`src/rtl/timer_pkg.sv`:
```
// timer_pkg: shared constants for the timer controller.
//   - bus data width, prescaler/select widths
//   - register addresses, TCR bit positions, cks encodings
//   - load-sequencer state type
//   - cks_bit_idx(): maps a cks code to the prescaler bit it selects
package timer_pkg;

   localparam int TIMER_DATA_W    = 8;
   localparam int TIMER_CLK_SEL_W = 2;
   localparam int TIMER_PRESC_W   = 4;

   localparam logic [7:0] ADDR_TDR = 8'h00;
   localparam logic [7:0] ADDR_TCR = 8'h01;
   localparam logic [7:0] ADDR_TSR = 8'h02;
   localparam logic [7:0] ADDR_TIE = 8'h03;

   localparam int TCR_LOAD_BIT = 7;
   localparam int TCR_UPDN_BIT = 5;
   localparam int TCR_EN_BIT   = 4;

   localparam logic [TIMER_CLK_SEL_W-1:0] CKS_DIV2  = 2'b00;
   localparam logic [TIMER_CLK_SEL_W-1:0] CKS_DIV4  = 2'b01;
   localparam logic [TIMER_CLK_SEL_W-1:0] CKS_DIV8  = 2'b10;
   localparam logic [TIMER_CLK_SEL_W-1:0] CKS_DIV16 = 2'b11;

   typedef enum logic [1:0] {
      SEQ_IDLE    = 2'd0,
      SEQ_ARMED   = 2'd1,
      SEQ_LOADING = 2'd2
   } seq_state_t;

   function automatic int cks_bit_idx(input logic [TIMER_CLK_SEL_W-1:0] cks);
      case (cks)
         CKS_DIV2:  return 0;
         CKS_DIV4:  return 1;
         CKS_DIV8:  return 2;
         CKS_DIV16: return 3;
         default:   return 0;
      endcase
   endfunction

endpackage

```
`src/rtl/timer_ctrl_if.sv`:
```
// timer_ctrl_if: APB-style register bus between system and timer_ctrl.
//   master: psel/penable/pwrite/paddr/pwdata out, prdata/pready/pslverr in
//   slave : mirror of master
interface timer_ctrl_if;
   import timer_pkg::*;

   logic                    psel;
   logic                    penable;
   logic                    pwrite;
   logic [7:0]              paddr;
   logic [TIMER_DATA_W-1:0] pwdata;
   logic [TIMER_DATA_W-1:0] prdata;
   logic                    pready;
   logic                    pslverr;

   modport master (
      output psel, penable, pwrite, paddr, pwdata,
      input  prdata, pready, pslverr
   );

   modport slave (
      input  psel, penable, pwrite, paddr, pwdata,
      output prdata, pready, pslverr
   );

endinterface

```
`src/rtl/timer_prescaler.sv`:
```
// timer_prescaler: free-running divider producing the counter's clk_ena.
//   clk, rst   : clock, async active-high reset
//   i_cks      : divider select (bit 0..3 of the divider counter)
//   i_switch   : one-cycle strobe on the edge where cks changes
//   o_clk_ena  : registered one-cycle pulse on each rising edge of the
//                selected divider bit
module timer_prescaler
   import timer_pkg::*;
#(
   parameter int PRESC_W   = TIMER_PRESC_W,
   parameter int CLK_SEL_W = TIMER_CLK_SEL_W
) (
   input  logic                 clk,
   input  logic                 rst,
   input  logic [CLK_SEL_W-1:0] i_cks,
   input  logic                 i_switch,
   output logic                 o_clk_ena
);

   logic [PRESC_W-1:0] r_cnt;
   logic               r_sel;
   logic               r_sel_d1;
   logic               r_blank;
   logic               r_clk_ena;

   logic [PRESC_W-1:0] w_cnt_prev;
   int                 w_idx;
   logic               w_sel;
   logic               w_sel_prev;

   always_comb begin
      w_cnt_prev = r_cnt - 1'b1;
      w_idx      = cks_bit_idx(i_cks);
      w_sel      = r_cnt[w_idx];
      w_sel_prev = w_cnt_prev[w_idx];
   end

   // During the blank cycle after a select switch, the delayed bit is
   // rebuilt from the previous count under the new select, so the first
   // unblanked edge compares two samples of the same divider bit.
   always_ff @(posedge clk or posedge rst) begin
      if (rst) begin
         r_cnt     <= '0;
         r_sel     <= 1'b0;
         r_sel_d1  <= 1'b0;
         r_blank   <= 1'b0;
         r_clk_ena <= 1'b0;
      end else begin
         r_cnt     <= r_cnt + 1'b1;
         r_sel     <= w_sel;
         r_sel_d1  <= r_blank ? w_sel_prev : r_sel;
         r_blank   <= i_switch;
         r_clk_ena <= r_sel & ~r_sel_d1 & ~i_switch & ~r_blank;
      end
   end

   assign o_clk_ena = r_clk_ena;

endmodule

```
`src/rtl/timer_ctrl.sv`:
```
// timer_ctrl: register file, prescaler and load sequencer for one counter.
//   clk, rst          : clock, async active-high reset
//   apb               : register bus (slave), zero wait state
//   i_overflow/i_underflow : counter status
//   o_start_counter   : TDR value
//   o_load/o_up_down/o_enable : counter controls
//   o_clk_ena         : count-enable pulse from the prescaler
//   o_clr_overflow/o_clr_underflow : one-cycle W1C strobes
//   o_irq             : registered interrupt
module timer_ctrl
   import timer_pkg::*;
#(
   parameter int CLK_SEL_W = TIMER_CLK_SEL_W,
   parameter int PRESC_W   = TIMER_PRESC_W
) (
   input  logic                    clk,
   input  logic                    rst,
   timer_ctrl_if.slave             apb,
   input  logic                    i_overflow,
   input  logic                    i_underflow,
   output logic [TIMER_DATA_W-1:0] o_start_counter,
   output logic                    o_load,
   output logic                    o_up_down,
   output logic                    o_enable,
   output logic                    o_clk_ena,
   output logic                    o_clr_overflow,
   output logic                    o_clr_underflow,
   output logic                    o_irq
);

   logic [TIMER_DATA_W-1:0] r_tdr;
   logic                    r_up;
   logic                    r_en;
   logic [CLK_SEL_W-1:0]    r_cks;
   logic [1:0]              r_tie;
   logic                    r_clr_ovf;
   logic                    r_clr_udf;
   logic                    r_irq;
   seq_state_t              r_state;

   seq_state_t              w_state_nxt;
   logic                    w_load;
   logic                    w_access;
   logic                    w_wr;
   logic                    w_wr_tcr;
   logic                    w_load_req;
   logic                    w_switch;
   logic                    w_clk_ena;
   logic [TIMER_DATA_W-1:0] w_tcr;
   logic [TIMER_DATA_W-1:0] w_rdata;

   assign w_access   = apb.psel & apb.penable;
   assign w_wr       = w_access & apb.pwrite;
   assign w_wr_tcr   = w_wr & (apb.paddr == ADDR_TCR);
   assign w_load_req = w_wr_tcr & apb.pwdata[TCR_LOAD_BIT];
   // Blank only on an actual select change; rewriting the same cks
   // (e.g. a load request) leaves the pulse train untouched.
   assign w_switch   = w_wr_tcr & (apb.pwdata[CLK_SEL_W-1:0] != r_cks);

   timer_prescaler #(
      .PRESC_W   (PRESC_W),
      .CLK_SEL_W (CLK_SEL_W)
   ) u_presc (
      .clk       (clk),
      .rst       (rst),
      .i_cks     (r_cks),
      .i_switch  (w_switch),
      .o_clk_ena (w_clk_ena)
   );

   always_ff @(posedge clk or posedge rst) begin
      if (rst) begin
         r_tdr     <= '0;
         r_up      <= 1'b0;
         r_en      <= 1'b0;
         r_cks     <= CKS_DIV2;
         r_tie     <= '0;
         r_clr_ovf <= 1'b0;
         r_clr_udf <= 1'b0;
         r_irq     <= 1'b0;
      end else begin
         r_clr_ovf <= w_wr & (apb.paddr == ADDR_TSR) & apb.pwdata[0];
         r_clr_udf <= w_wr & (apb.paddr == ADDR_TSR) & apb.pwdata[1];
         r_irq     <= (i_overflow & r_tie[0]) | (i_underflow & r_tie[1]);
         if (w_wr) begin
            case (apb.paddr)
               ADDR_TDR: r_tdr <= apb.pwdata;
               ADDR_TCR: begin
                  r_up  <= apb.pwdata[TCR_UPDN_BIT];
                  r_en  <= apb.pwdata[TCR_EN_BIT];
                  r_cks <= apb.pwdata[CLK_SEL_W-1:0];
               end
               ADDR_TIE: r_tie <= apb.pwdata[1:0];
               default: ;
            endcase
         end
      end
   end

   always_ff @(posedge clk or posedge rst) begin
      if (rst) r_state <= SEQ_IDLE;
      else     r_state <= w_state_nxt;
   end

   // A fresh load request always re-arms, stretching load to a full
   // clk_ena period from the latest request.
   always_comb begin
      w_state_nxt = r_state;
      w_load      = 1'b0;
      case (r_state)
         SEQ_IDLE: begin
            if (w_load_req) w_state_nxt = SEQ_ARMED;
         end
         SEQ_ARMED: begin
            w_load = 1'b1;
            if (w_load_req)     w_state_nxt = SEQ_ARMED;
            else if (w_clk_ena) w_state_nxt = SEQ_LOADING;
         end
         SEQ_LOADING: begin
            w_load      = 1'b1;
            w_state_nxt = w_load_req ? SEQ_ARMED : SEQ_IDLE;
         end
         default: w_state_nxt = SEQ_IDLE;
      endcase
   end

   always_comb begin
      w_tcr                  = '0;
      w_tcr[TCR_LOAD_BIT]    = w_load;
      w_tcr[TCR_UPDN_BIT]    = r_up;
      w_tcr[TCR_EN_BIT]      = r_en;
      w_tcr[CLK_SEL_W-1:0]   = r_cks;
      w_rdata                = '0;
      case (apb.paddr)
         ADDR_TDR: w_rdata = r_tdr;
         ADDR_TCR: w_rdata = w_tcr;
         ADDR_TSR: w_rdata = {6'b0, i_underflow, i_overflow};
         ADDR_TIE: w_rdata = {6'b0, r_tie};
         default:  w_rdata = '0;
      endcase
   end

   assign apb.prdata  = w_access ? w_rdata : '0;
   assign apb.pready  = w_access;
   assign apb.pslverr = w_access & (apb.paddr > ADDR_TIE);

   assign o_start_counter = r_tdr;
   assign o_load          = w_load;
   assign o_up_down       = r_up;
   assign o_enable        = r_en;
   assign o_clk_ena       = w_clk_ena;
   assign o_clr_overflow  = r_clr_ovf;
   assign o_clr_underflow = r_clr_udf;
   assign o_irq           = r_irq;

endmodule
```
`src/flat_wrapper.sv`:
```
// flat-port wrapper written by rule: the top's interface ports become plain ports
module timer_ctrl_flat import timer_pkg::*;
#(
   parameter int CLK_SEL_W = TIMER_CLK_SEL_W,
   parameter int PRESC_W   = TIMER_PRESC_W
)
  (clk, rst, i_overflow, i_underflow, o_start_counter, o_load, o_up_down, o_enable, o_clk_ena, o_clr_overflow, o_clr_underflow, o_irq, apb_psel, apb_penable, apb_pwrite, apb_paddr, apb_pwdata, apb_prdata, apb_pready, apb_pslverr);
  timer_ctrl_if apb_i ();
  input  logic clk;
  input  logic rst;
  input  logic i_overflow;
  input  logic i_underflow;
  output logic [TIMER_DATA_W-1:0] o_start_counter;
  output logic o_load;
  output logic o_up_down;
  output logic o_enable;
  output logic o_clk_ena;
  output logic o_clr_overflow;
  output logic o_clr_underflow;
  output logic o_irq;
  input wire logic [$bits(apb_i.psel)-1:0] apb_psel;
  input wire logic [$bits(apb_i.penable)-1:0] apb_penable;
  input wire logic [$bits(apb_i.pwrite)-1:0] apb_pwrite;
  input wire logic [$bits(apb_i.paddr)-1:0] apb_paddr;
  input wire logic [$bits(apb_i.pwdata)-1:0] apb_pwdata;
  output wire logic [$bits(apb_i.prdata)-1:0] apb_prdata;
  output wire logic [$bits(apb_i.pready)-1:0] apb_pready;
  output wire logic [$bits(apb_i.pslverr)-1:0] apb_pslverr;
  assign apb_i.psel = apb_psel;
  assign apb_i.penable = apb_penable;
  assign apb_i.pwrite = apb_pwrite;
  assign apb_i.paddr = apb_paddr;
  assign apb_i.pwdata = apb_pwdata;
  assign apb_prdata = apb_i.prdata;
  assign apb_pready = apb_i.pready;
  assign apb_pslverr = apb_i.pslverr;
  timer_ctrl #(.CLK_SEL_W(CLK_SEL_W), .PRESC_W(PRESC_W)) u_core (.clk(clk), .rst(rst), .apb(apb_i), .i_overflow(i_overflow), .i_underflow(i_underflow), .o_start_counter(o_start_counter), .o_load(o_load), .o_up_down(o_up_down), .o_enable(o_enable), .o_clk_ena(o_clk_ena), .o_clr_overflow(o_clr_overflow), .o_clr_underflow(o_clr_underflow), .o_irq(o_irq));
endmodule
```
`config.mk`:
```
export PLATFORM = sky130hd
export DESIGN_NAME = timer_ctrl_flat
export DESIGN_NICKNAME = d
export VERILOG_FILES = /design/src/rtl/timer_pkg.sv /design/src/rtl/timer_ctrl_if.sv /design/src/rtl/timer_prescaler.sv /design/src/rtl/timer_ctrl.sv /design/src/flat_wrapper.sv
export SDC_FILE = /design/constraint.sdc
export NUM_CORES = 1
export LEC_CHECK = 0
export ABC_AREA = 1
export BUFFER_PORTS_ARGS = -buffer_cell sky130_fd_sc_hd__buf_4
export CAP_MARGIN = 10
export CORE_MARGIN = 1.5
export CORE_UTILIZATION = 45
export CTS_BUF_LIST = sky130_fd_sc_hd__clkbuf_8
export DETAILED_ROUTE_END_ITERATION = 6
export GPL_TIMING_DRIVEN = 0
export PLACE_DENSITY = 0.75
export SYNTH_ARGS = -nofsm -noshare
export SYNTH_HDL_FRONTEND = slang
export SYNTH_SLANG_ARGS = --single-unit
export TNS_END_PERCENT = 10
```
`constraint.sdc`:
```
create_clock -name clk -period 2.65 [get_ports clk]
set_clock_uncertainty 0.15 [all_clocks]
set_input_delay 0.1325 -clock clk [delete_from_list [all_inputs] [get_ports clk]]
set_output_delay 0.1325 -clock clk [all_outputs]
set_load 0.005 [all_outputs]
```
==> results.md <==
- The antenna cell count is 0.
- At the worst endpoint, the required time is 2370 ps.
- The number of global-route vias before repair is 1206.
- Among all stages on the critical path, the largest delay is contributed by sky130_fd_sc_hd__dfrtp_1.
- The area growth from synthesis to layout is 36.9%.
- The number of nets in the layout is 284.
- Data on the critical path arrives at its endpoint at 1380 ps.
- The power per standard cell area is 355 nW/um^2.
- STA classifies the critical path endpoint as an output pin.
- The largest incremental delay on the critical path is 390 ps.
- The top cell type's share of synthesized area is 0.443.
- Setup repair after global routing left no endpoint under its margin.
- Of all nets on the critical path, the largest fanout is 3.
- The critical path goes through inv_1, ha_1, nand2_1, a21oi_1, buf_4.
- For this run, the detailed router's first-pass iteration total came to 4.
- The floorplan step set the die height to 61.2 microns.
- The instance area after placement is 1930 sq um.
- In this run, post-CTS hold repair placed 11 buffers.
- The total of max-cap violations is 0.
- In the final routed layout, each cell accounts on average for 11.1 microns.
- The class of the tightest hold or removal check is primary input to register.
- In this run the post-CTS setup repair buffer count came out at 0.
- Of the cells placed in the final design, the portion with a size suffix greater than 1 is 0.272.
- The count of instances resized after the clock tree is built is 0.
- After the first detailed-routing iteration, the DRC count stood at 54.
- For this run, design rule violations remaining after detail routing come to 0.
- The placed wire-length estimate is 2.49 mm.
- Dividing the detail-routed via count by the number of cells gives 4.65.
- The cell taking the most area after synthesis is sky130_fd_sc_hd__dfrtp_1.
- The cell count after synthesis is 192.
- Clock-pin slew was measured on the worst setup and hold paths at 90 ps.
- Entering global routing, the biggest net connects 28 pins.
- TritonCTS built the clock tree.
- The number of antenna violations at the first check in global routing is 0.
- The global placer's final weighted congestion is 0.865.
- The total overflow left after global routing is 0.
- The count of state elements after synthesis is 27.
- In this run, distinct cell masters in the synthesized netlist total 26.
- The maximum vdd drop is 0.000275 V.
- The share of the clock period used by the worst path is 0.626.
- The worst setup path is launched from a register.
- In this run the mean area of a mapped cell was 7.94 sq um.
- The maximum buffer depth of the clock tree is 2.
- The overall power consumption is 740 uW.
- The flow ran to the end, and the final reports show no timing, DRC or antenna violations.
- The number of nets in the synthesized netlist is 221.
- The cell chosen for the clock root is sky130_fd_sc_hd__clkbuf_8.
- The number of pins with negative max-slew slack in the final report is 0.
- Counting both buffers and inverters, the worst setup path holds a total of 2.
- The final sum of negative setup slack is 0 ps.
- The leakage power is 0.00116 uW.
- By instance count, the leading cell after synthesis is sky130_fd_sc_hd__nand2_1.
- The die is 61.2 microns wide.
- The commonest register cell after synthesis is sky130_fd_sc_hd__dfrtp_1.
- The die covers 3740 sq um.
- The global-route wire length before repair is 5.05 mm.
- For this run, the total global-route usage over all layers was measured as 0.181.
- The worst-skew pair later-pin latency is 260 ps.
- The cell row count is 20.
- Sorting the synthesized cells by area gives the leading types as sky130_fd_sc_hd__dfrtp_1, sky130_fd_sc_hd__nand2_1, sky130_fd_sc_hd__inv_1, sky130_fd_sc_hd__ha_1, sky130_fd_sc_hd__nand3_1.
- The number of placed I/O pins is 48.
- The critical path in this run is classified as register to output pin.
- The worst pin sits at a relative slew slack of 0.316.
- CTS built an H-tree with a depth of 1.
- Counting flops with a built-in enable in the synthesized netlist gives 0.
- Detailed routing inserted a total of 1386 vias.
- The dominant delay contributor by cell family on the critical path is flip-flops.
- Based on the critical path, the design can be clocked at up to 0.603 GHz.
- The minimum clock period is 1660 ps.
- The async set-or-reset flop fraction in the synthesized netlist is 1.00.
- Sorting the synthesized cells by how often they occur yields sky130_fd_sc_hd__nand2_1, sky130_fd_sc_hd__inv_1, sky130_fd_sc_hd__dfrtp_1.
- For this run, the register share of the synthesized area comes to 0.443.
- The final instance count without filler cells is 298.
- At the pin with the least slew margin, the transition time is 1030 ps.
- Summing every instance area after synthesis gives 1520 sq um.
- The instance count after placement with tap cells included is 283.
- The initial utilization of the core area, before any placement, comes to 0.487.
- The port buffer count is 47.
- The number of warning messages in the yosys log is 0.
- The detail route stage leaves a number of antenna-violating nets equal to 0.
- The region available for standard cell placement spans 3130 sq um.
- The final cell area excluding filler cells is 2090 sq um.
- The number of sinks on the clock net is 27.
- The number of buffers added by the clock tree synthesis step is 3.
- The total routed wirelength is 3.32 mm.
- Setup violations remaining at the end of the flow were counted as 0.
- The count of final hold-check violations is 0.
## layout make-up
class                      instances  area (sq um)
sequential                        27           676
fill                             272          1040
clock buffer                       3          41.3
clock inverter                     1          3.75
tap                               44          55.1
buffer                             2          16.3
multi-input combinational        131           711
inverter                          32           121
timing repair buffer              58           463
## cell usage in the layout (no fill, tap or decap), types with 3 or more instances in the layout
cell type / n
sky130_fd_sc_hd__buf_4: 47
sky130_fd_sc_hd__nor3_1: 3
sky130_fd_sc_hd__nand2_1: 51
sky130_fd_sc_hd__nand4_1: 4
sky130_fd_sc_hd__a21oi_1: 6
sky130_fd_sc_hd__xor2_1: 3
sky130_fd_sc_hd__clkbuf_8: 3
sky130_fd_sc_hd__dlygate4sd3_1: 11
sky130_fd_sc_hd__ha_1: 6
sky130_fd_sc_hd__nor2_1: 18
sky130_fd_sc_hd__dfrtp_1: 27
sky130_fd_sc_hd__nand3_1: 14
sky130_fd_sc_hd__inv_1: 31
sky130_fd_sc_hd__o21ai_2: 6
sky130_fd_sc_hd__o21ai_0: 6
## flip-flops by register name, summed over array words and instances (netlist names), 2 cells and up
register / cells
u_core.r_state: 2
u_core.r_cks: 2
u_core.u_presc.r_cnt: 4
u_core.o_start_counter: 8
u_core.r_tie: 2
## path summary, 6_finish.rpt
check                                startpoint                  endpoint  slack, ps  cells past startpoint
min in group asynchronous                   rst  u_core.u_presc.o_clk_ena        520                      3
min                                apb_paddr[1]     u_core.o_clr_overflow         50                      3
max in group asynchronous                   rst   u_core.u_presc.r_cnt[1]       1220                      3
max reg2reg                   u_core.r_state[1]         u_core.r_state[1]       1220                      8
min reg2reg                u_core.u_presc.r_sel   u_core.u_presc.r_sel_d1        330                      2
max                           u_core.r_state[0]             apb_prdata[7]        990                      5
## cells by family (layout without fill, tap and decap cells)
logic type	after synthesis	count (layout)	synth area share
adder cells (fa/ha/maj)	6	6	0.0493
AND/OR/NAND/NOR	100	100	0.303
AO/OA/AOI/OAI	21	21	0.0911
XOR/XNOR	4	4	0.0230
flip-flops	27	27	0.443
buffers and inverters	34	96	0.0903
## where the power goes
part	internal, uW	switching (uW)	total [uW]	leakage (uW)
combinational	46.4	45.2	91.6	0.000777
sequential	417	3.59	420	0.000353
clock	104	125	228	0.0000269
## worst register-to-register path, stage by stage, from the launching register on
cell and delay (ps):
sky130_fd_sc_hd__dfrtp_1 380, sky130_fd_sc_hd__inv_1 80, sky130_fd_sc_hd__ha_1 190, sky130_fd_sc_hd__inv_1 70, sky130_fd_sc_hd__nor2_1 50, sky130_fd_sc_hd__nor2_1 130
sky130_fd_sc_hd__nor2_1 50, sky130_fd_sc_hd__o21ai_0 170, sky130_fd_sc_hd__inv_1 50
## metrics by stage
step / util / hold WS [ps] / setup slack (ps)
6_report: 0.667 / 45.6 / 990
5_1_grt: 0.667 / 36.5 / 912
4_1_cts: 0.667 / 42.0 / 974
3_5_place_dp: 0.618 / 220 / 1020
3_3_place_gp: 0.618 / 215 / 1000
2_1_floorplan: - / 35.2 / 1350
## metal layers
layer | vias to the layer above | track usage | share of wire
met5 | - | 0 | 0
met4 | 0 | 0.0559 | 0.0081
met3 | 2 | 0.0210 | 0.042
met2 | 34 | 0.298 | 0.46
met1 | 621 | 0.251 | 0.49
li1 | 729 | - | -
Note: power is estimated with default switching activity, not from simulation.
